==> src/rtl/key_cmd_gen.sv <==
// key_cmd_gen: turns debounced key levels into single-cycle move strobes for
// the game core and generates the gravity (force_down) strobe.
//   - left/right: delayed auto-shift (first pulse, DAS_DELAY wait, then repeat
//     every DAS_RATE cycles); both keys held cancels both.
//   - down: soft drop, pulse on press then every DAS_RATE cycles.
//   - rotate_hold: one pulse per key_rotate rising edge.
//   - force_down: gravity tick with a level-dependent period.
// Build option: define GRAVITY_LEVEL_EN to enable score-driven speed levels.
// Without it, level stays 0 and the gravity period is fixed at GRAV_BASE.
module key_cmd_gen #(
    parameter int         DAS_DELAY = 16,
    parameter int         DAS_RATE  = 4,
    parameter int         GRAV_BASE = 64,
    parameter int         GRAV_STEP = 4,
    parameter int         GRAV_MIN  = 8,
    parameter int         LEVEL_PTS = 10,
    parameter logic [4:0] PLAY_CODE = 5'd1
) (
    input  logic        clk,
    input  logic        rst,
    input  logic        key_left,
    input  logic        key_right,
    input  logic        key_down,
    input  logic        key_rotate,
    input  logic [4:0]  state,
    input  logic [31:0] score,
    output logic        left,
    output logic        right,
    output logic        down,
    output logic        rotate_hold,
    output logic        force_down,
    output logic [3:0]  level
);

    // Counter reload values; a zero or negative parameter behaves like 1 so
    // the counters never underflow.
    localparam logic [31:0] DELAY_LOAD  = (DAS_DELAY < 1) ? 32'd1 : 32'(DAS_DELAY);
    localparam logic [31:0] RATE_LOAD   = (DAS_RATE  < 1) ? 32'd1 : 32'(DAS_RATE);
    localparam logic [31:0] BASE_PERIOD = (GRAV_BASE < 1) ? 32'd1 : 32'(GRAV_BASE);

    typedef enum logic [1:0] {
        S_IDLE   = 2'd0,
        S_DELAY  = 2'd1,
        S_REPEAT = 2'd2
    } das_state_t;

    logic        in_play;
    logic        lr_conflict;
    logic [1:0]  lr_key;

    // Index 0 is the left channel, index 1 the right channel.
    das_state_t  das_state [2];
    logic [31:0] das_cnt   [2];
    logic [1:0]  das_pulse;

    logic        dn_active;
    logic [31:0] dn_cnt;

    logic        rot_q;

    logic [31:0] grav_cnt;
    logic [31:0] grav_period;
    logic [31:0] next_period;

    assign in_play     = (state == PLAY_CODE);
    assign lr_conflict = key_left & key_right;
    assign lr_key      = {key_right, key_left};

    assign left  = das_pulse[0];
    assign right = das_pulse[1];

    // Left/right auto-shift FSMs. A key that is not effectively pressed (released,
    // cancelled by the opposite key, or outside play) parks its FSM in IDLE, so
    // the surviving key of a simultaneous press restarts as a fresh press.
    always_ff @(posedge clk) begin
        if (!rst) begin
            for (int i = 0; i < 2; i++) begin
                das_state[i] <= S_IDLE;
                das_cnt[i]   <= 32'd0;
            end
            das_pulse <= 2'b00;
        end else begin
            for (int i = 0; i < 2; i++) begin
                if (!in_play || !lr_key[i] || lr_conflict) begin
                    das_state[i] <= S_IDLE;
                    das_cnt[i]   <= 32'd0;
                    das_pulse[i] <= 1'b0;
                end else begin
                    case (das_state[i])
                        S_IDLE: begin
                            das_state[i] <= S_DELAY;
                            das_cnt[i]   <= DELAY_LOAD;
                            das_pulse[i] <= 1'b1;
                        end
                        S_DELAY: begin
                            if (das_cnt[i] <= 32'd1) begin
                                das_state[i] <= S_REPEAT;
                                das_cnt[i]   <= RATE_LOAD;
                                das_pulse[i] <= 1'b1;
                            end else begin
                                das_cnt[i]   <= das_cnt[i] - 32'd1;
                                das_pulse[i] <= 1'b0;
                            end
                        end
                        S_REPEAT: begin
                            if (das_cnt[i] <= 32'd1) begin
                                das_cnt[i]   <= RATE_LOAD;
                                das_pulse[i] <= 1'b1;
                            end else begin
                                das_cnt[i]   <= das_cnt[i] - 32'd1;
                                das_pulse[i] <= 1'b0;
                            end
                        end
                        default: begin
                            das_state[i] <= S_IDLE;
                            das_cnt[i]   <= 32'd0;
                            das_pulse[i] <= 1'b0;
                        end
                    endcase
                end
            end
        end
    end

    // Soft drop: pulse on the press, then every DAS_RATE cycles while held.
    always_ff @(posedge clk) begin
        if (!rst) begin
            dn_active <= 1'b0;
            dn_cnt    <= 32'd0;
            down      <= 1'b0;
        end else if (!in_play || !key_down) begin
            dn_active <= 1'b0;
            dn_cnt    <= 32'd0;
            down      <= 1'b0;
        end else if (!dn_active) begin
            dn_active <= 1'b1;
            dn_cnt    <= RATE_LOAD;
            down      <= 1'b1;
        end else if (dn_cnt <= 32'd1) begin
            dn_cnt    <= RATE_LOAD;
            down      <= 1'b1;
        end else begin
            dn_cnt    <= dn_cnt - 32'd1;
            down      <= 1'b0;
        end
    end

    // Rotate: one strobe per rising edge. The edge register keeps tracking the
    // key outside play so a key already held when play starts does not fire.
    always_ff @(posedge clk) begin
        if (!rst) begin
            rot_q       <= 1'b0;
            rotate_hold <= 1'b0;
        end else begin
            rot_q       <= key_rotate;
            rotate_hold <= in_play & key_rotate & ~rot_q;
        end
    end

    // Gravity tick. The active period is latched only when the counter wraps
    // (or sits at 0 outside play), so a level change never truncates or
    // stretches the interval already in progress.
    always_ff @(posedge clk) begin
        if (!rst) begin
            grav_cnt    <= 32'd0;
            grav_period <= BASE_PERIOD;
            force_down  <= 1'b0;
        end else if (!in_play) begin
            grav_cnt    <= 32'd0;
            grav_period <= next_period;
            force_down  <= 1'b0;
        end else if (grav_cnt >= grav_period - 32'd1) begin
            grav_cnt    <= 32'd0;
            grav_period <= next_period;
            force_down  <= 1'b1;
        end else begin
            grav_cnt    <= grav_cnt + 32'd1;
            force_down  <= 1'b0;
        end
    end

`ifdef GRAVITY_LEVEL_EN
    logic [3:0]  level_q;
    logic [31:0] level_thresh;

    // Gravity period for a level: linear speed-up, clamped at GRAV_MIN.
    function automatic logic [31:0] period_for(input logic [3:0] lvl);
        int p;
        p = GRAV_BASE - int'(lvl) * GRAV_STEP;
        if (p < GRAV_MIN) p = GRAV_MIN;
        if (p < 1) p = 1;
        return 32'(p);
    endfunction

    assign next_period = period_for(level_q);
    assign level       = level_q;

    // Level tracker: one step per cycle while score is at or above the next
    // threshold; a zero score means a new game and restarts the ladder.
    always_ff @(posedge clk) begin
        if (!rst) begin
            level_q      <= 4'd0;
            level_thresh <= 32'(LEVEL_PTS);
        end else if (score == 32'd0) begin
            level_q      <= 4'd0;
            level_thresh <= 32'(LEVEL_PTS);
        end else if ((score >= level_thresh) && (level_q != 4'd15)) begin
            level_q      <= level_q + 4'd1;
            level_thresh <= level_thresh + 32'(LEVEL_PTS);
        end
    end
`else
    logic unused_cfg;

    assign next_period = BASE_PERIOD;
    assign level       = 4'd0;
    assign unused_cfg  = ^{score, 32'(GRAV_STEP), 32'(GRAV_MIN), 32'(LEVEL_PTS)};
`endif

endmodule

==> config.mk <==
export PLATFORM = sky130hd
export DESIGN_NAME = key_cmd_gen
export DESIGN_NICKNAME = d
export VERILOG_FILES = /design/src/rtl/key_cmd_gen.sv
export SDC_FILE = /design/constraint.sdc
export NUM_CORES = 1
export LEC_CHECK = 0
export BUFFER_PORTS_ARGS = -buffer_cell sky130_fd_sc_hd__buf_2
export CAP_MARGIN = 20
export CORE_AREA = 2 2 84 147
export DETAILED_ROUTE_END_ITERATION = 7
export DIE_AREA = 0 0 86 149
export GPL_ROUTABILITY_DRIVEN = 0
export GPL_TIMING_DRIVEN = 0
export PLACE_DENSITY = 0.76
export REMOVE_ABC_BUFFERS = 1
export SYNTH_ARGS = -nofsm -noshare
export SYNTH_HDL_FRONTEND = slang
export SYNTH_SLANG_ARGS = --single-unit
export TNS_END_PERCENT = 20
==> constraint.sdc <==
create_clock -name clk -period 7.1 [get_ports clk]
set_input_delay 1.42 -clock clk [delete_from_list [all_inputs] [get_ports clk]]
set_output_delay 1.42 -clock clk [all_outputs]
set_load 0.02 [all_outputs]
Yosys cells after proc, flatten, opt, wreduce, memory -nomap -nowiden
Memories as Yosys holds them, arrays and structs flattened.
Index checks and enable logic that the tools add are counted.
{"block": "classes", "addsub": 4, "magnitude_cmp": 4, "eq_ne": 5, "mux": 89, "bitwise": 29, "reduce_logical": 21}
{"operator": "$mux W32", "count": 14}
{"operator": "$le A32 B1 Y1 const B", "count": 3}
{"operator": "$sub A32 B1 Y32 const B", "count": 3}
{"operator": "$mux W1", "count": 63}
{"operator": "$add A32 B1 Y32 const B", "count": 1}
{"operator": "$ge A32 B6 Y1 const B", "count": 1}
{"operator": "$or A1 B1 Y1", "count": 22}
{"operator": "$mux W2", "count": 8}
{"operator": "$reduce_or A2 Y1", "count": 5}
{"operator": "$reduce_or A3 Y1", "count": 3}
{"operator": "$mux W3", "count": 2}
{"operator": "$eq A5 B1 Y1 const B", "count": 1}
{"operator": "$logic_or A1 B1 Y1", "count": 5}
{"operator": "$eq A2 B1 Y1 const B", "count": 2}
{"operator": "$eq A2 B2 Y1 const B", "count": 2}
{"operator": "$logic_not A1 Y1", "count": 4}
{"operator": "$logic_not A2 Y1", "count": 2}
{"operator": "$not A1 Y1", "count": 4}
{"operator": "$pmux W1 S2", "count": 2}
{"operator": "$reduce_or A4 Y1", "count": 1}
{"operator": "$and A1 B1 Y1", "count": 3}
{"operator": "$reduce_and A2 Y1", "count": 1}
{"block": "word_totals", "register_bits": 71, "ram_bits": 68, "in_bits": 43, "output_inout_bits": 9, "elab_cells": 164, "n_memories": 2}
{"name": "das_cnt", "words": 2, "width": 32, "rd": 2, "rd_clocked_by_memory_dff": 0, "wr": 2, "line_no": "53", "text": "logic [31:0] das_cnt [2];"}
{"name": "das_state", "words": 2, "width": 2, "rd": 2, "rd_clocked_by_memory_dff": 0, "wr": 2, "line_no": "52", "text": "das_state_t das_state [2];"}

Depth between registers and ports, before layout
Gate-level depths: netlist of run 1.
{"block": "depth", "depth_word": 14, "depth_mapped": 8, "mapped_depth_nobuf": 7}

Worst setup path after synthesis of run 1
OpenSTA, ideal clock, no wires.
{"block": "synth_timing", "path_kind": "input -> register", "from": "input state[1]", "to": "memory das_cnt[0][0] (enable)", "t_arrival_ps": 3183, "required_time_ps": 6622, "path_slack_ps": 3439, "path_stages": 6, "n_path_buf": 1, "path_cell_list": "nor4b_2 > nand3b_1 > or4b_1 > clkbuf_1 > nor2_1 > nand2_1"}
{"item": "start, declared", "line_no": "25", "text": "input logic [4:0] state,"}
{"item": "end, declared", "line_no": "53"}

==> flow_summary.ini, run 1 <==
[timing]
worst_pin_slew_ns = 0.9819
hold_viol = 0
fin_crit_ns = 3.704
setup_tns_ns = 0
slew_headroom = 0.3454
rsz0062_at_grt = false
maxSlewViolCount = 0
setup_viol = 0
min_period_over_period = 0.5218
fin_worst_skew_ns = 0.007948
fmax_ghz = 0.2699

[clock_tree]
cts_tree = built
htree_num_levels = 4
post_cts_buffers = 0
cts_resized = 0
ctsLongestPathBuffers = 2
cts_root_buffer = clkbuf_16
cts.sinks = 139
clk_latency_ns = 0.42
hold_buffers = 0
clk_pin_slew_ns = 0.06
numCtsBuffers = 17

[worst_setup_path]
max_stage_delay_ns = 0.81
slowest_stage = or3_1
cp.required_ns = 7.34
crit_type = in -> reg
start_kind = primary input
crit_fanout = 30
rr_worst_depth = 5
cp.arrival_ns = 3.95
crit_chain = buf_2, nor4b_2, nand3b_1, or4b_1, or3_1, a21oi_1
end_kind = flop

[global_routing]
use_met2 = 0.3655
grt_most_used_layer = met2
grt_pass1_vias = 4491
grt_start_max_net_pins = 32
grtUsageTotal = 0.1989
grt-ovfl-total = 0
grt_pass1_wl_um = 20150
gr-usage-met3 = 0.04593
antenna_found_initial = 0
grt.met1_usage = 0.2124

[yosys]
ys_seq_elements = 139
yosys-top-cells-area = edfxtp_1, dfxtp_1, xnor2_1
syn_area_mm2 = 0.006297
synth_area_leader_cell = edfxtp_1
synth.avg_cell_area_um2 = 10.51
synth-async-reset-ratio = 0
synth_edf_count = 68
synthDistinctLibCells = 47
ys_seq_area_frac = 0.5500
synth_top_area_frac = 0.3243
synthFlopType = dfxtp_1
ys_warn_count = 0
netlist_instances = 599

[floorplan]
die_w_um = 86
dieArea_mm2 = 0.01281
num_rows = 53
ioPinCount = 52
die_h_um = 149
coreArea_mm2 = 0.01174
start_util = 0.5365

[drt]
wl_um = 11830
vias_per_cell = 5.618
drc = 0
drt_iter0_drc = 196
avgRoutedWirePerCell_um = 14.88
ant_nets = 0
vias = 4466
firstDrtPassIters = 5

[run_status]
status = complete, no violations

[finish]
final_util = 0.6137
multi_input_area_mm2 = 0.002756
area_delta_synth_final_pct = 14.39
drive_gt1_frac = 0.09422
diodes = 0
stdcell_count = 795
fillers = 914
layout.nets = 703
ff_latch_area_mm2 = 0.003463

[place]
dp_cells = 761
io_buffer_count = 15
dp_hpwl_um = 7985

[pwr]
total_power_w = 0.001754
p_leak_nw = 3.329
powerDensity_mw_per_mm2 = 243.6
vdd_ir_drop_max_uv = 178.9

[worst_hold_path]
hold_path.class = reg -> reg
hold_path_depth = 1

[run]
maxCapViolCount = 0
## placed cells by master, fill, tap and decap left out, types with 2 or more instances in the layout
cell type,n
nand4_1,7
clkinv_2,2
o211ai_1,2
inv_4,2
nor3b_1,6
nand2b_1,3
or4_4,2
or2_2,3
clkinvlp_4,2
nand3_1,8
inv_1,12
a22oi_1,2
o21ai_0,4
xor2_1,16
nor2_1,127
conb_1,30
o31ai_1,3
or4_1,16
nor4_1,35
a21oi_1,10
nand2_1,22
xnor2_1,70
buf_16,2
buf_2,15
edfxtp_1,68
and2_1,4
nor3_1,33
clkinv_4,3
and3_1,3
nand3b_1,2
clkbuf_16,20
ha_1,15
or3_1,17
dfxtp_1,71
## synth_stat cells (4+ instances only)
| master | number |
|---|---|
| nor4_1 | 35 |
| buf_4 | 10 |
| nor3_1 | 33 |
| or3_1 | 17 |
| or4_1 | 16 |
| dfxtp_1 | 71 |
| inv_1 | 12 |
| edfxtp_1 | 68 |
| nor2_1 | 127 |
| o21ai_0 | 4 |
| a21oi_1 | 10 |
| nand2_1 | 22 |
| and2_1 | 4 |
| nand4_1 | 7 |
| nor3b_1 | 6 |
| nand3_1 | 8 |
| ha_1 | 15 |
| clkbuf_1 | 6 |
| xnor2_1 | 70 |
| xor2_1 | 16 |
## metal layers
| layer | vias up | part of all wire |
|---|---|---|
| met2 | 74 | 0.56 |
| met4 | 0 | 0.018 |
| met5 | - | 0 |
| li1 | 2176 | - |
| met1 | 2199 | 0.39 |
| met3 | 17 | 0.038 |
## report_power, final
group / leakage (nW) / switching [W] / internal [W] / total (W)
clock network: 0.302 / 0.000340 / 0.000556 / 0.000895
logic: 1.61 / 0.00000919 / 0.00000562 / 0.0000148
registers: 1.42 / 0.00000236 / 0.000842 / 0.000844
## worst paths after layout
kind                                      from             to  slack [ns]
worst min-delay path                     rot_q    rotate_hold        0.39
worst min register to register           rot_q    rotate_hold        0.39
worst max-delay path                  state[1]  das_cnt[0][7]        3.40
worst max register to register  das_cnt[0][24]  das_cnt[0][6]        3.79
## final cells by class
type | instances | share of cell area
well taps | 137 | 0.02380
multi-input cells | 456 | 0.3827
clock inverters | 11 | 0.01424
repair buffers | 19 | 0.02084
inverters | 12 | 0.006253
clock buffers | 21 | 0.07139
flip-flops and latches | 139 | 0.4808
## through the flow
stage	hold WS, ns	area, µm²	setup slack, ns
2_1_floorplan	0.3740	6265	3.458
3_3_place_gp	0.3868	6511	2.763
3_5_place_dp	0.3894	6566	2.972
4_1_cts	0.3937	7183	3.398
5_1_grt	0.4043	7203	3.227
6_report	0.3899	7203	3.396
## sequential cells by signal, indices dropped and copies added (netlist names)
signal,flops
das_cnt,64
das_pulse,2
das_state,4
dn_active,1
dn_cnt,32
down,1
force_down,1
grav_cnt,32
rot_q,1
rotate_hold,1
## worst max-delay path, delay by kind of cell
kind | cells | cell delay, ns
AO/OA/AOI/OAI | 1 | 0.29
buffers and inverters | 1 | 0.10
AND/OR/NAND/NOR | 4 | 2.13
## cells by family after synthesis
| kind of cell | count (synthesis) | share of synthesized area |
|---|---|---|
| AOI/OAI and AO/OA | 28 | 0.02941 |
| xor gates and xnor gates | 86 | 0.1196 |
| adders and majority gates | 15 | 0.02980 |
| buffers and inverters | 33 | 0.02960 |
| DFF | 139 | 0.5500 |
| other | 1 | 0.0005955 |
| and+or+nand+nor | 297 | 0.2410 |
Note: power is estimated with default switching activity, not from simulation.
==> run 2: changes to the inputs <==
- CORE_AREA: 2 2 84 147 -> 2 2 85 148
- DIE_AREA: 0 0 86 149 -> 0 0 87 150
- PLACE_DENSITY: 0.76 -> 0.78
- clock period: 7.1 -> 3.2 ns (I/O delays scaled with it)
==> run 2 against run 1 <==
  * Die area up 1.8%
  * Hold slack improved by 0.0031 ns
  * Via count shrank 1.1%
  * Routed wire length down 1.8%
  * Count of clock-buffer cells in the layout fell by 2
  * Cell area rose by 0.78%
  * Sequential power up 120%
  * Critical endpoint is now das_cnt[0][6]
  * Highest routed layer unchanged
==> flow_summary.ini, run 2 (same netlist as run 1, synthesis figures left out) <==
[finish]
top_register = das_cnt
area_delta_synth_final_pct = 15.28
ff_latch_area_mm2 = 0.003463
fillers = 961
diodes = 0
largest_register_ffs = 64
mostFrequentLayoutCell = nor2_1
layout_common_cells = nor2_1, dfxtp_1, xnor2_1
layout.nets = 703
multi_input_area_mm2 = 0.002763
drive_gt1_frac = 0.08815
stdcell_count = 795
final_util = 0.6116
reg.largest.list = das_cnt: 64 flops, dn_cnt: 32 flops, grav_cnt: 32 flops

[pwr]
vdd_ir_drop_max_uv = 549.9
powerDensity_mw_per_mm2 = 560.6
total_power_w = 0.004070
p_leak_nw = 3.364

[floorplan]
dieArea_mm2 = 0.01305
coreArea_mm2 = 0.01187
die_h_um = 150
num_rows = 53
die_w_um = 87
ioPinCount = 52
start_util = 0.5305

[timing]
setup_tns_ns = 0
fmax_ghz = 0.3351
maxSlewViolCount = 0
worst_pin_slew_ns = 0.8177
fin_worst_skew_ns = 0.01325
setup_viol = 0
hold_viol = 0
slew_headroom = 0.4537
rsz0062_at_grt = false
min_period_over_period = 0.9326
fin_crit_ns = 2.984
fin_ws_ns = 0.2157

[place]
preCtsSetupSlack_ns = -0.06460
io_buffer_count = 15
dp_hpwl_um = 7905
dp_cells = 761

[drt]
wl_um = 11610
avgRoutedWirePerCell_um = 14.61
vias = 4417
vias_per_cell = 5.556
firstDrtPassIters = 5
drc = 0
ant_nets = 0
drt_iter0_drc = 209

[worst_setup_path]
start_kind = flop
crit_type = reg -> reg
end_kind = flop
cp_top_family = simple AND/OR/NAND/NOR gates
crit_buf_inv = 0
slowest_stage = or4_1
crit_fanout = 30
rr_worst_depth = 5
cp.arrival_ns = 3.13
cp.required_ns = 3.34
r2r_slack_ns = 0.22
crit_chain = or4_1, or4_4, nor4_4, or3_2, nor2_1
max_stage_delay_ns = 0.64
timing.rr.end = das_cnt[0][6]
reg2reg_from = das_cnt[0][20]

[global_routing]
grt_start_max_net_pins = 32
antenna_found_initial = 0
grt_pass1_vias = 4438
grt_pass1_wl_um = 19390
grtUsageTotal = 0.1878
grt-ovfl-total = 0

[worst_hold_path]
min_from = rot_q
hold_path.class = reg -> reg
hold_path_depth = 1
hold-path-endpoint = rotate_hold

[clock_tree]
clk_latency_ns = 0.42
cts_tree = built
clk_pin_slew_ns = 0.06
numCtsBuffers = 17
cts_root_buffer = clkbuf_16
htree_num_levels = 4
post_cts_buffers = 0
ctsLongestPathBuffers = 2
cts.sinks = 139

[run]
maxCapViolCount = 0

[run_status]
status = complete, no violations
==> run 2: changes by cell type in the layout (fill, tap and decap cells not counted), sizes merged <==
cell	change
bufinv	+5
inv	-2
clkinvlp	-1
clkbuf	-2
==> run 2: layout make-up <==
type                            instances  share of cell area
Multi-Input combinational cell        456              0.3806
Tap cell                              137             0.02361
Timing Repair Buffer                   19             0.02241
Sequential cell                       139              0.4771
Clock buffer                           19             0.05963
Clock inverter                         13             0.03051
Inverter                               12            0.006205
==> run 2: report_power, final <==
group	switching (W)	internal, W	total (W)
Combinational	0.0000207	0.0000125	0.0000333
Clock	0.000709	0.00145	0.00216
Sequential	0.00000474	0.00187	0.00187
==> run 2: per-layer routing <==
metal	up-vias	routed length [µm]	global-route usage
li1	2185	-	-
met1	2140	4681	0.2017
met2	72	6372	0.3359
met3	20	334	0.05681
met4	0	224	0.07578
met5	-	0	0
==> run 2: repair_timing <==
action | in CTS | in global routing
setup endpoints to repair | 30 | 12
hold buffers | 0 | 0
pin swaps | 0 | 0
hold endpoints to repair | 0 | 0
gates resized for setup | 1 | 1
==> run 2: worst max-delay path by stage <==
| stage | slack [ns] | cells past startpoint | startpoint | to |
|---|---|---|---|---|
| after floorplan | 0.34 | 5 | state[1] | das_cnt[0][0] |
| after global placement | -0.27 | 6 | state[1] | das_cnt[0][19] |
| after detailed placement | -0.06 | 5 | das_cnt[0][4] | das_cnt[0][29] |
| after CTS | 0.02 | 5 | dn_cnt[8] | dn_cnt[11] |
| after global routing | 0.06 | 5 | das_cnt[0][24] | das_cnt[0][6] |
| final | 0.22 | 5 | das_cnt[0][20] | das_cnt[0][6] |
==> run 2: through the flow <==
step | cell area (µm²) | hold slack [ns]
after floorplan | 6265 | 0.3740
after global placement | 6511 | 0.3802
after detailed placement | 6566 | 0.3854
after CTS | 7222 | 0.3932
after global routing | 7259 | 0.4191
final | 7259 | 0.3930
